==> config.mk <==
export PLATFORM = sky130hd
export DESIGN_NAME = pcs_eth_10g_mac_rx_st_error_adapter_pipe
export DESIGN_NICKNAME = d
export VERILOG_FILES = /design/src/rtl/pcs_eth_10g_err_pkg.sv /design/src/rtl/st_skid_buffer.sv /design/src/rtl/pcs_eth_10g_mac_rx_st_error_adapter_pipe.sv
export SDC_FILE = /design/constraint.sdc
export NUM_CORES = 1
export LEC_CHECK = 0
export BUFFER_PORTS_ARGS = -buffer_cell sky130_fd_sc_hd__clkbuf_2
export CAP_MARGIN = 20
export CORE_AREA = 5 5 100 121
export DETAILED_ROUTE_END_ITERATION = 10
export DIE_AREA = 0 0 105 126
export GPL_ROUTABILITY_DRIVEN = 0
export PLACE_DENSITY_LB_ADDON = 0.2
export SLEW_MARGIN = 30
export SYNTH_ARGS = -nofsm -noshare
export SYNTH_HDL_FRONTEND = slang
export SYNTH_SLANG_ARGS = --single-unit
==> constraint.sdc <==
create_clock -name clk -period 1.9 [get_ports clk]
set_clock_uncertainty 0.05 [all_clocks]
set_input_delay 0.19 -clock clk [delete_from_list [all_inputs] [get_ports clk]]
set_output_delay 0.19 -clock clk [all_outputs]
set_load 0.005 [all_outputs]
==> src/rtl/pcs_eth_10g_err_pkg.sv <==
// Shared error-bit index constants and the default RX error remap for the 10G MAC.
// Latency: n/a (constants only).
// Backpressure: n/a.
package pcs_eth_10g_err_pkg;

    // Input-side error bit positions, as driven by the RX frame decoder
    localparam int ERR_PHY         = 0;
    localparam int ERR_CRC         = 1;
    localparam int ERR_UNDERSIZE   = 2;
    localparam int ERR_OVERSIZE    = 3;
    localparam int ERR_PAYLOAD_LEN = 4;

    // Output-side error bit positions, as seen by the statistics/client stream
    localparam int OUT_UNDERSIZE   = 0;
    localparam int OUT_OVERSIZE    = 1;
    localparam int OUT_PAYLOAD_LEN = 2;
    localparam int OUT_CRC         = 3;
    localparam int OUT_PHY         = 6;

    localparam int              ERR_MAP_IDX_W = 4;
    localparam logic [3:0]      MAP_UNUSED    = 4'hF;

    // Output bits 4 and 5 are reserved and tied low. Evaluates to 28'h0FF1432.
    localparam logic [27:0] ERR_MAP_DEFAULT =
          (28'(ERR_UNDERSIZE)   << (OUT_UNDERSIZE   * ERR_MAP_IDX_W))
        | (28'(ERR_OVERSIZE)    << (OUT_OVERSIZE    * ERR_MAP_IDX_W))
        | (28'(ERR_PAYLOAD_LEN) << (OUT_PAYLOAD_LEN * ERR_MAP_IDX_W))
        | (28'(ERR_CRC)         << (OUT_CRC         * ERR_MAP_IDX_W))
        | (28'(MAP_UNUSED)      << (4               * ERR_MAP_IDX_W))
        | (28'(MAP_UNUSED)      << (5               * ERR_MAP_IDX_W))
        | (28'(ERR_PHY)         << (OUT_PHY         * ERR_MAP_IDX_W));

endpackage

==> src/rtl/st_skid_buffer.sv <==
// Generic 2-entry ready/valid register stage: main output register plus one skid entry.
// Latency: 1 cycle from acceptance to out_valid when empty; 1 beat/cycle while out_ready=1.
// Backpressure: in_ready is the flopped "skid empty" state, so it drops the cycle after the skid fills.
// Ports: clk, reset_n (async active-low); in_valid/in_ready/in_data upstream;
//        out_valid/out_ready/out_data downstream (out_data held while stalled).
module st_skid_buffer #(
    parameter int W = 8
) (
    input  logic         clk,
    input  logic         reset_n,
    input  logic         in_valid,
    output logic         in_ready,
    input  logic [W-1:0] in_data,
    output logic         out_valid,
    input  logic         out_ready,
    output logic [W-1:0] out_data
);

    logic         skid_full;
    logic [W-1:0] skid_data;
    logic         accept;
    logic         main_load;

    assign in_ready  = !skid_full;
    assign accept    = in_valid && !skid_full;
    // Main register may take a new value when empty or being drained this cycle
    assign main_load = !out_valid || out_ready;

    always_ff @(posedge clk or negedge reset_n) begin
        if (!reset_n) begin
            out_valid <= 1'b0;
            out_data  <= '0;
            skid_full <= 1'b0;
            skid_data <= '0;
        end else if (main_load) begin
            // in_ready is low whenever the skid is full, so no beat can arrive in that case
            if (skid_full) begin
                out_valid <= 1'b1;
                out_data  <= skid_data;
                skid_full <= 1'b0;
            end else begin
                out_valid <= accept;
                if (accept) begin
                    out_data <= in_data;
                end
            end
        end else if (accept) begin
            // Main is stalled: park the beat so it is not lost
            skid_data <= in_data;
            skid_full <= 1'b1;
        end
    end

endmodule

==> src/rtl/pcs_eth_10g_mac_rx_st_error_adapter_pipe.sv <==
// Registered Avalon-ST error adapter: remaps IN_ERR_W error flags onto OUT_ERR_W via ERR_MAP, counts errors per output bit.
// Latency: 1 cycle acceptance to out_valid; sustains 1 beat/cycle.
// Backpressure: 2-entry skid; in_ready drops the cycle after the skid fills, nothing is dropped or duplicated.
// Ports: clk, reset_n (async active-low); in_valid/in_ready/in_data/in_error upstream;
//        out_valid/out_ready/out_data/out_error downstream; stat_clear (sync), stat_count (counter i at [i*CNT_W +: CNT_W]).
// Build option: define SONIC_RX_ERR_ADAPTER_STAT_EN to build the saturating counters;
//               otherwise stat_count is tied to 0 and stat_clear is ignored.
module pcs_eth_10g_mac_rx_st_error_adapter_pipe
    import pcs_eth_10g_err_pkg::*;
#(
    parameter int                                  DATA_W    = 40,
    parameter int                                  IN_ERR_W  = 5,
    parameter int                                  OUT_ERR_W = 7,
    parameter int                                  MAP_IDX_W = 4,
    parameter logic [OUT_ERR_W*MAP_IDX_W-1:0]      ERR_MAP   = (OUT_ERR_W*MAP_IDX_W)'(ERR_MAP_DEFAULT),
    parameter int                                  CNT_W     = 16
) (
    input  logic                       clk,
    input  logic                       reset_n,
    input  logic                       in_valid,
    output logic                       in_ready,
    input  logic [DATA_W-1:0]          in_data,
    input  logic [IN_ERR_W-1:0]        in_error,
    output logic                       out_valid,
    input  logic                       out_ready,
    output logic [DATA_W-1:0]          out_data,
    output logic [OUT_ERR_W-1:0]       out_error,
    input  logic                       stat_clear,
    output logic [OUT_ERR_W*CNT_W-1:0] stat_count
);

    logic [OUT_ERR_W-1:0] mapped;

    // A field only matches an existing input index; the all-ones "unused" value and any
    // other out-of-range index match nothing and leave the output bit at 0.
    always_comb begin
        mapped = '0;
        for (int i = 0; i < OUT_ERR_W; i++) begin
            for (int j = 0; j < IN_ERR_W; j++) begin
                if (ERR_MAP[i*MAP_IDX_W +: MAP_IDX_W] == MAP_IDX_W'(j)) begin
                    mapped[i] = in_error[j];
                end
            end
        end
    end

    st_skid_buffer #(
        .W (DATA_W + OUT_ERR_W)
    ) u_skid (
        .clk       (clk),
        .reset_n   (reset_n),
        .in_valid  (in_valid),
        .in_ready  (in_ready),
        .in_data   ({in_data, mapped}),
        .out_valid (out_valid),
        .out_ready (out_ready),
        .out_data  ({out_data, out_error})
    );

`ifdef SONIC_RX_ERR_ADAPTER_STAT_EN
    logic                 xfer;
    logic [CNT_W-1:0]     cnt [OUT_ERR_W];

    assign xfer = out_valid && out_ready;

    // Clear has priority: an event coinciding with stat_clear is intentionally lost
    always_ff @(posedge clk or negedge reset_n) begin
        if (!reset_n) begin
            for (int i = 0; i < OUT_ERR_W; i++) begin
                cnt[i] <= '0;
            end
        end else if (stat_clear) begin
            for (int i = 0; i < OUT_ERR_W; i++) begin
                cnt[i] <= '0;
            end
        end else if (xfer) begin
            for (int i = 0; i < OUT_ERR_W; i++) begin
                if (out_error[i] && (cnt[i] != {CNT_W{1'b1}})) begin
                    cnt[i] <= cnt[i] + CNT_W'(1);
                end
            end
        end
    end

    for (genvar g = 0; g < OUT_ERR_W; g++) begin : g_stat
        assign stat_count[g*CNT_W +: CNT_W] = cnt[g];
    end
`else
    logic unused_stat_clear;

    assign unused_stat_clear = stat_clear;
    assign stat_count        = '0;
`endif

endmodule

# ---- Yosys cells after proc, flatten, opt, wreduce, memory -nomap -nowiden
# Index checks and enable logic that the tools add are counted.
dict set report totals {
  ram_bits 0
  rom_bits 0
  output_inout_bits 161
  n_memories 0
  reg_bits 94
  in_bits 50
  latch_bits 0
  wordCells 18
}
dict set report op_classes {
  n_div 0
  n_reduce_logical 8
  order_cmp 0
  n_bitwise 1
  n_mul 0
  n_mux 5
  n_eq_ne 0
  addsub 0
  n_shift 0
}
# op n
set ops {}
lappend ops {{$mux 47} 2}
lappend ops {{$reduce_and 2->1} 2}
lappend ops {{$reduce_bool 2->1} 2}
lappend ops {{$mux 1} 3}
lappend ops {{$logic_not 1->1} 2}
lappend ops {{$logic_and 1x1->1} 1}
lappend ops {{$logic_or 1x1->1} 1}
lappend ops {{$not 1->1} 1}

# ---- Longest topological paths before layout
# Gate-level depths: netlist of run 1.
dict set report depth {
  depth_word 4
  depth_mapped 5
  mapped_depth_nobuf 3
}

# ---- Hierarchy
# Synthesis of run 1 repeated with hierarchy kept, for this count alone.
dict set report hier_totals {
  hier_cells 372
  area_unflattened_um2 5058.6
}
# module area_per_inst_um2 cells_per_inst seq_area_each_um2 n_inst
set modules_own_cells {}
lappend modules_own_cells {st_skid_buffer 4214.0 259 2402.3 1}
lappend modules_own_cells {pcs_eth_10g_mac_rx_st_error_adapter_pipe 844.6 113 0.0 1}

# ---- Worst setup path before layout of run 1
# No wires, ideal clock.
dict set report synth_path {
  path_type {register -> register}
  from {register u_skid.out_valid}
  to {register u_skid.skid_data[0]}
  arrival_time_ns 1.251
  slack_ns 0.471
  path_buffers 2
  synth_period_minus_slack_ns 1.429
  required_ns 1.723
  setup_time_ns 0.127
  path_stages_with_launch 6
  cell_sequence {dfrtp_1 > nand2b_4 > nor3b_2 > buf_4 > buf_6 > mux2_1}
}
dict set report synth_between {
  elab_chain_len 4
}
# item line_no
set synth_lines {}
lappend synth_lines {{start: declaration} st_skid_buffer.sv:14} ;# output logic out_valid,
lappend synth_lines {{start signal: assignment} st_skid_buffer.sv:42} ;# out_valid <= accept;
lappend synth_lines {{$logic_not 1->1} st_skid_buffer.sv:27} ;# assign main_load = !out_valid || out_ready;
lappend synth_lines {{$logic_or 1x1->1} st_skid_buffer.sv:27}
lappend synth_lines {{$not 1->1 (no line)} -}
lappend synth_lines {{$reduce_and 2->1 (no line)} -}
lappend synth_lines {{end signal: assignment} st_skid_buffer.sv:49} ;# skid_data <= in_data;
lappend synth_lines {{end: declaration} st_skid_buffer.sv:20} ;# logic [W-1:0] skid_data;
# No other way between the ends.
# A chain may end at the register's enable or synchronous reset.

# ---- Final worst setup path of run 1
dict set report layout_path {
  from {register u_skid.out_valid}
  to {register u_skid.skid_data[25]}
}
# Same word-level chain as after synthesis.

==> results.yml, run 1 <==
worst_setup_path:
  cp-end-kind: "flip-flop"
  cp-startpoint: "u_skid.out_valid"
  r2r_slack_ns: 0.34
  worstRegToRegCells: 4
  worstPathRequired_ns: 2.06
  start_kind: "flip-flop"
  crit_fanout: 45
  regToRegStartpoint: "u_skid.out_valid"
  cp_data_arrival_time_ns: 1.72
  worstReg2RegEnd: "u_skid.skid_data[25]"
  timing_worst_setup_path_type: "flip-flop to flip-flop"
  cp-endpoint: "u_skid.skid_data[25]"
worst_hold_path:
  worstHoldPathType: "input pin to flip-flop"
sta:
  finalMaxSlewViolations: 0
  tns_ns: 0
  hold-worst-slack_ns: 0.0336
  setup_viol: 0
  hold_violations: 0
  timing.fmax_ghz: 0.641
  finalCritPeriodShare_pct: 82.1
  fin_crit_ns: 1.56
  rsz0062_at_grt: "false"
placement:
  dpl_cell_area_sq_mm: 0.00533
  portBuffers: 95
  dp_hpwl_um: 6130
clocking:
  cts-root-buf: "clkbuf_16"
  htree_num_levels: 3
  cts_setup_buffers: 0
  clkSinkCount: 92
  cts-resized-gates: 0
  cts_buffer_depth: 2
  insertion_delay_ns: 0.33
  cts_hold_buffers: 1
  cts_tree: "done"
  numCtsBuffers: 9
  path_clk_slew_ns: 0.06
drt:
  num_vias: 2640
  first_pass_iters: 3
  route.antenna.remaining_nets: 0
  finalWirelength_um: 8880
  wire_per_inst_um: 14.8
  viasPerCell: 4.41
  drc: 0
  drtIter0Drc: 80
synth:
  synth_edf_count: 0
  ys_warn_count: 0
  avgSynthCellArea_sq_um: 14.2
  synth-seq-area-share_pct: 44.6
  synth.most_common_cell: "buf_4"
  synth.distinct_cells: 15
  synthArstFlopShare_pct: 100
  ys_ff_latch: 92
  yosys-top-cells-area: "dfrtp_1, mux2_4, buf_4, mux2_1, mux2_2"
  synth_common_cells: "buf_4, dfrtp_1, mux2_4, mux2_1, mux2_2"
  netlist_instances: 364
  synth_top_area_cell: "dfrtp_1"
  syn_area_sq_mm: 0.00517
  synth_ff_type: "dfrtp_1"
  netlist.area_leader.share_pct: 44.6
die:
  coreArea_sq_mm: 0.0108
  die-area_sq_mm: 0.0132
  initial_core_util_pct: 47.7
  die_x_um: 105
  ios: 211
  die_y_um: 126
  rows: 42
flow_run:
  max-cap-violations: 0
cells_and_area:
  drive_gt1_share_pct: 45.0
  syn_to_final_growth_pct: 10.5
  nets: 512
  final_util_pct: 52.7
  fillCellCount: 984
  antenna_cells: 0
  fin_area_sq_mm: 0.00571
power_and_ir_drop:
  ir_worst_vdd_mv: 0.520
  p_per_area_mw_per_mm2: 1080
  leakagePower_uw: 0.00291
grt:
  grt_pass1_vias: 2699
  grt_pass1_wl_um: 13500
  antenna_found_initial: 0
  grtUsageTotal_pct: 12.8
  grt-ovfl-total: 0
  grt_max_degree: 93
status:
  status: "finished clean"
[kinds of logic after synthesis]
kind of cell / count (synthesis) / synth area share (%)
mux: 135 / 34.4
other cells: 1 / 0.0726
flops: 92 / 44.6
simple gates: 5 / 0.726
buf+inv: 130 / 20.1
compound gates: 1 / 0.145
[layout by cell type (no fill, tap or decap), drive strengths merged]
cell type / synthesis / routed
dlygate4sd3: 0 / 1
inv: 1 / 1
clkbuf: 0 / 107
dfrtp: 92 / 92
nand2: 1 / 1
o21a: 1 / 1
conb: 1 / 114
nand2b: 1 / 1
nor3b: 1 / 1
buf: 129 / 8
mux2: 135 / 135
nor2: 2 / 2
bufinv: 0 / 3
[flip-flops by register name, summed over array words and instances, names as in the netlist]
signal / count
u_skid.out_data: 45
u_skid.out_valid: 1
u_skid.skid_data: 45
u_skid.skid_full: 1
[layout make-up]
type | count | area, sq um | share of cell area [%]
timing repair buffer | 103 | 603 | 10.6
inverter | 1 | 3.75 | 0.0658
multi-input combinational | 255 | 2260 | 39.6
sequential | 92 | 2300 | 40.4
clock inverter | 3 | 90.1 | 1.58
tap | 132 | 165 | 2.89
clock buffer | 13 | 280 | 4.91
[layer usage]
metal	vias to the layer above	wire length (um)	global-route usage, %	part of all wire (%)
met5	-	0	0	0
met2	121	4430	21.5	50
li1	1201	-	-	-
met1	1309	3560	15.4	40
met3	9	769	4.20	8.7
met4	0	115	4.29	1.3
[power by group]
part           internal [uW]  switching (uW)  total, uW  leakage (uW)
registers               2430             246       2670       0.00108
clock network           1430             721       2150      0.000182
logic                    839             508       1350       0.00164
total                   4700            1480       6170       0.00291
[critical path, stage by stage, from the launching register on]
cell and delay [ns]:
dfrtp_1 0.39, nand2b_4 0.09, nor3b_4 0.23, buf_12 0.30, mux2_1 0.36
[metrics by stage]
stage               worst slack (ns)  total power [uW]  instances
floorplan                      0.471              3740        477
global placement               0.365              4020        582
detailed placement             0.328              4080        582
CTS                            0.318              6280        599
global route                   0.274              6510        599
finish                         0.340              6170        599
[worst min-delay path by stage]
stage,start,to,cells past startpoint
CTS,in_data[28],u_skid.skid_data[35],2
global placement,reset_n,u_skid.out_data[43],2
finish,in_data[33],u_skid.skid_data[40],2
detailed placement,reset_n,u_skid.out_data[43],2
floorplan,reset_n,u_skid.out_data[0],0
global route,in_data[30],u_skid.skid_data[37],2
Note: power is estimated with default switching activity, not from simulation.
==> run 2: changes to the inputs <==
--- a/config.mk
+++ b/config.mk
@@ -7,9 +7,9 @@
 export LEC_CHECK = 0
 export BUFFER_PORTS_ARGS = -buffer_cell sky130_fd_sc_hd__clkbuf_2
 export CAP_MARGIN = 20
-export CORE_AREA = 5 5 100 121
+export CORE_AREA = 5 5 105 127
 export DETAILED_ROUTE_END_ITERATION = 10
-export DIE_AREA = 0 0 105 126
+export DIE_AREA = 0 0 110 132
 export GPL_ROUTABILITY_DRIVEN = 0
 export PLACE_DENSITY_LB_ADDON = 0.2
 export SLEW_MARGIN = 30
==> constraint.sdc (replaced) <==
create_clock -name clk -period 1.3 [get_ports clk]
set_clock_uncertainty 0.05 [all_clocks]
set_input_delay 0.13 -clock clk [delete_from_list [all_inputs] [get_ports clk]]
set_output_delay 0.13 -clock clk [all_outputs]
set_load 0.005 [all_outputs]
==> run 2 against run 1 <==
  * The flow now finishes with violations (negative setup slack)
  * Core utilization rose by 2.6 points
  * Critical path depth did not move
  * Sequential power rose by 48%
  * First-iteration DRC count fell by 14%
  * Critical path type unchanged
  * Largest cell class is now multi-input combinational cells
  * Largest power group unchanged
==> results.yml, run 2 (synthesis gave the netlist of run 1 again) <==
die:
  die_x_um: 110
  initial_core_util_pct: 43.3
  rows: 44
  die_y_um: 132
  ios: 211
  coreArea_sq_mm: 0.0119
  die-area_sq_mm: 0.0145
drt:
  wire_per_inst_um: 15.4
  route.antenna.remaining_nets: 0
  first_pass_iters: 2
  num_vias: 2897
  drc: 0
  viasPerCell: 4.21
  finalWirelength_um: 10600
  drtIter0Drc: 69
sta:
  finalCritPeriodShare_pct: 118
  tns_ns: -18.03
  finalMaxSlewViolations: 0
  rsz0062_at_grt: "true"
  hold_violations: 0
  fin_crit_ns: 1.53
  timing.fmax_ghz: 0.655
  setup_ws_ns: -0.228
  setup_viol: 92
cells_and_area:
  stdcell_count: 688
  largest_registers: "u_skid.out_data x45, u_skid.skid_data x45"
  drive_gt1_share_pct: 52.0
  fin_area_sq_mm: 0.00660
  antenna_cells: 0
  layout.cells.most_common_list: "mux2_4, conb_1, clkbuf_2"
  nets: 572
  syn_to_final_growth_pct: 27.8
  final_common_cell: "mux2_4"
worst_setup_path:
  slowest_stage: "dfrtp_2"
  cp_top_family: "flip-flops"
  cp-end-kind: "flip-flop"
  worstPathRequired_ns: 1.46
  crit_fanout: 7
  timing_worst_setup_path_type: "flip-flop to flip-flop"
  critPathBufInv: 2
  critPathMaxStageDelay_ns: 0.45
  cp_cell_sequence: "buf_4, o21a_4, clkbuf_16, mux2_4"
  cp_data_arrival_time_ns: 1.69
  start_kind: "flip-flop"
grt:
  grtUsageTotal_pct: 13.3
  grt-ovfl-total: 0
  grt_pass1_vias: 3021
  antenna_found_initial: 0
  grt_max_degree: 37
  grt_pass1_wl_um: 15400
clocking:
  cts_tree: "done"
  path_clk_slew_ns: 0.06
  htree_num_levels: 3
  clkSinkCount: 92
  cts-root-buf: "clkbuf_16"
  insertion_delay_ns: 0.33
  cts_buffer_depth: 2
  numCtsBuffers: 9
placement:
  portBuffers: 95
  dpl_cell_area_sq_mm: 0.00546
  place_ws_ns: -0.239
  dp_hpwl_um: 6510
  placedCellCount: 616
status:
  status: "finished with violations"
  violations: "negative setup slack"
power_and_ir_drop:
  p_per_area_mw_per_mm2: 1410
  ir_worst_vdd_mv: 0.715
  leakagePower_uw: 0.00336
worst_hold_path:
  worstHoldPathType: "input pin to flip-flop"
flow_run:
  max-cap-violations: 0
-- run 2: cell types whose count changed in the layout (fill, tap and decap cells not counted), sizes merged --
cell | before | now
buf | 8 | 24
bufinv | 3 | 2
clkbuf | 107 | 111
clkinv | 0 | 1
clkinvlp | 0 | 1
dlygate4sd3 | 1 | 40
-- run 2: stage by stage --
stage               hold WS, ns  power [uW]  util [%]
global placement         0.0232        5970      45.7
CTS                    -0.00296        9160      53.1
global route            0.00724        9800      55.3
floorplan                -0.216        5540         -
detailed placement       0.0303        6040      45.7
finish                   0.0118        9290      55.3
-- run 2: worst paths after layout --
| path | start | to | slack [ns] | depth (start not counted) |
|---|---|---|---|---|
| setup / recovery | u_skid.skid_full | u_skid.out_data[43] | -0.23 | 4 |
| hold / removal | in_data[7] | u_skid.skid_data[14] | 0.01 | 2 |
| setup reg to reg | u_skid.skid_full | u_skid.out_data[43] | -0.23 | 4 |
| hold reg to reg | u_skid.skid_data[17] | u_skid.skid_data[17] | 0.44 | 1 |
| max in group asynchronous | reset_n | u_skid.skid_data[15] | 0.45 | 3 |
| min in group asynchronous | reset_n | u_skid.out_data[33] | 0.21 | 2 |
-- run 2: what timing repair did --
item / in CTS / in global routing
endpoints found under the hold margin: 63 / 0
endpoints found under the setup margin: 91 / 92
gates resized for setup: 30 / 23
pin swaps: 0 / 1
cloned: 1 / 7
setup buffers: 4 / 4
hold buffers: 40 / 0
-- run 2: cell type report --
| class | count | area (sq um) |
|---|---|---|
| Fill cell | 1015 | 5340 |
| Multi-Input combinational cell | 255 | 2450 |
| Sequential cell | 92 | 2300 |
| Timing Repair Buffer | 163 | 1320 |
| Clock buffer | 12 | 246 |
| Tap cell | 161 | 201 |
| Clock inverter | 4 | 72.6 |
| Inverter | 1 | 3.75 |
-- run 2: power breakdown --
part           leakage [uW]  internal [uW]  switching, uW
sequential          0.00108           3550            399
clock              0.000153           1740           1040
combinational       0.00213           1710            853
total               0.00336           7000           2290
-- run 2: layer usage --
metal / GRT usage, % / part of all wire, % / up-vias
met4: 4.78 / 1.3 / 0
li1: - / - / 1321
met2: 22.3 / 51 / 117
met1: 17.1 / 42 / 1448
met3: 2.30 / 6.4 / 11
met5: 0 / 0 / -
==> run 3: changes to the inputs <==
--- a/config.mk
+++ b/config.mk
@@ -12,6 +12,7 @@
 export DIE_AREA = 0 0 110 132
 export GPL_ROUTABILITY_DRIVEN = 0
 export PLACE_DENSITY_LB_ADDON = 0.2
+export REMOVE_ABC_BUFFERS = 1
 export SLEW_MARGIN = 30
 export SYNTH_ARGS = -nofsm -noshare
 export SYNTH_HDL_FRONTEND = slang
==> run 3 against run 2 <==
  * The run still ends with negative setup slack left
  * Global-route usage up 0.050 points
  * Hold slack gained 0.013 ns
  * Combinational power decreased by 8.2%
  * Register-to-register slack about the same
  * Sequential share of layout area up 1.2 points
  * Critical path type unchanged
  * Critical endpoint is now u_skid.skid_data[38]
  * Largest power group unchanged
  * Highest routed layer unchanged
==> results.yml, run 3 (synthesis gave the netlist of run 1 again) <==
sta:
  setup_ws_ns: -0.227
  rsz0062_at_grt: "true"
  finalCritPeriodShare_pct: 117
  hold_violations: 0
  finalMaxSlewViolations: 0
  setup_viol: 91
  timing.fmax_ghz: 0.655
  fin_crit_ns: 1.53
worst_setup_path:
  crit_fanout: 10
  cp_data_arrival_time_ns: 1.69
  start_kind: "flip-flop"
  critPathMaxStageDelay_ns: 0.39
  slowest_stage: "dfrtp_1"
  timing_worst_setup_path_type: "flip-flop to flip-flop"
  worstPathRequired_ns: 1.46
  cp_cell_sequence: "nand2b_4, nor3b_4, buf_6, buf_12, mux2_1"
  cp-end-kind: "flip-flop"
clocking:
  htree_num_levels: 3
  path_clk_slew_ns: 0.06
  numCtsBuffers: 9
  clkSinkCount: 92
  cts_buffer_depth: 2
  cts_tree: "done"
  cts-root-buf: "clkbuf_16"
  insertion_delay_ns: 0.34
grt:
  grt_pass1_wl_um: 15000
  grt_max_degree: 42
  met1_usage_pct: 15.4
  use_met3_pct: 2.55
  antenna_found_initial: 0
  grt_pass1_vias: 3019
  grtUsageTotal_pct: 13.4
  busiest_layer: "met2"
  grt-ovfl-total: 0
  grt_use_met2_pct: 23.3
drt:
  wire_per_inst_um: 14.9
  route.antenna.remaining_nets: 0
  finalWirelength_um: 10200
  viasPerCell: 4.17
  drc: 0
  first_pass_iters: 3
  num_vias: 2849
  drtIter0Drc: 30
power_and_ir_drop:
  leakagePower_uw: 0.00325
  p_per_area_mw_per_mm2: 1350
  ir_worst_vdd_mv: 0.578
  finalPower_uw: 8640
placement:
  dpl_cell_area_sq_mm: 0.00544
  portBuffers: 95
  dp_hpwl_um: 6600
flow_run:
  max-cap-violations: 0
status:
  status: "finished with violations"
  violations: "negative setup slack"
cells_and_area:
  final_common_cell: "conb_1"
  antenna_cells: 0
  syn_to_final_growth_pct: 23.6
  largest_registers: "u_skid.out_data x45, u_skid.skid_data x45"
  fin_area_sq_mm: 0.00639
  nets: 570
  drive_gt1_share_pct: 47.6
  layout.cells.most_common_list: "conb_1, mux2_4, clkbuf_2"
die:
  die_y_um: 132
  rows: 44
  initial_core_util_pct: 43.3
  coreArea_sq_mm: 0.0119
  die-area_sq_mm: 0.0145
  ios: 211
  die_x_um: 110
worst_hold_path:
  worstHoldPathType: "input pin to flip-flop"
-- run 3: metal layers --
layer,wire length (um),vias to the layer above
li1,-,1308
met1,4060,1416
met2,5230,116
met3,695,9
met4,195,0
met5,0,-
-- run 3: metrics by stage --
step | TNS [ns] | std cells | util [%] | setup slack (ns) | hold slack [ns]
global placement | -15.40 | 618 | 45.5 | -0.189 | -0.00531
finish | -16.75 | 684 | 53.5 | -0.227 | 0.0252
floorplan | -231.60 | 348 | - | -2.68 | -0.216
global route | -20.85 | 684 | 53.5 | -0.268 | 0.0169
CTS | -18.12 | 679 | 52.2 | -0.244 | -0.0176
detailed placement | -17.36 | 618 | 45.5 | -0.232 | -0.00633
-- run 3: power breakdown --
part           total (uW)  leakage, uW  switching (uW)  internal (uW)
logic                2360      0.00204             810           1550
registers            3930      0.00108             382           3550
clock network        2350     0.000131            1030           1320
total                8640      0.00325            2220           6420
-- run 3: path summary, 6_finish.rpt --
check                                startpoint              endpoint  slack, ns  cells after the start
min in group asynchronous               reset_n   u_skid.skid_data[1]       0.19                      2
setup reg to reg               u_skid.out_valid  u_skid.skid_data[38]      -0.23                      5
max in group asynchronous               reset_n      u_skid.skid_full       0.48                      3
hold / removal                      in_data[34]  u_skid.skid_data[41]       0.03                      2
setup / recovery               u_skid.out_valid  u_skid.skid_data[38]      -0.23                      5
hold reg to reg            u_skid.skid_data[13]  u_skid.skid_data[13]       0.43                      1
-- run 3: critical path: cells and delay by family (launching register included) --
kind / cells / cell delay (ns)
DFF: 1 / 0.39
and+or+nand+nor: 2 / 0.31
buffers and inverters: 2 / 0.31
muxes: 1 / 0.33
-- run 3: area by class of cell --
class	instances	area, sq um
clock inverters	3	15.0
clock buffers	11	243
flip-flops and latches	92	2300
inverters	1	3.75
fillers	1040	5560
well taps	161	201
repair buffers	161	1220
multi-input cells	255	2400
-- run 3: timing repair --
item | CTS | global route
setup endpoints to repair | 91 | 91
cloned | 1 | 4
buffers inserted | 3 | 1
hold buffers | 43 | 1
gates resized for setup | 16 | 28
endpoints found under the hold margin | 135 | 1
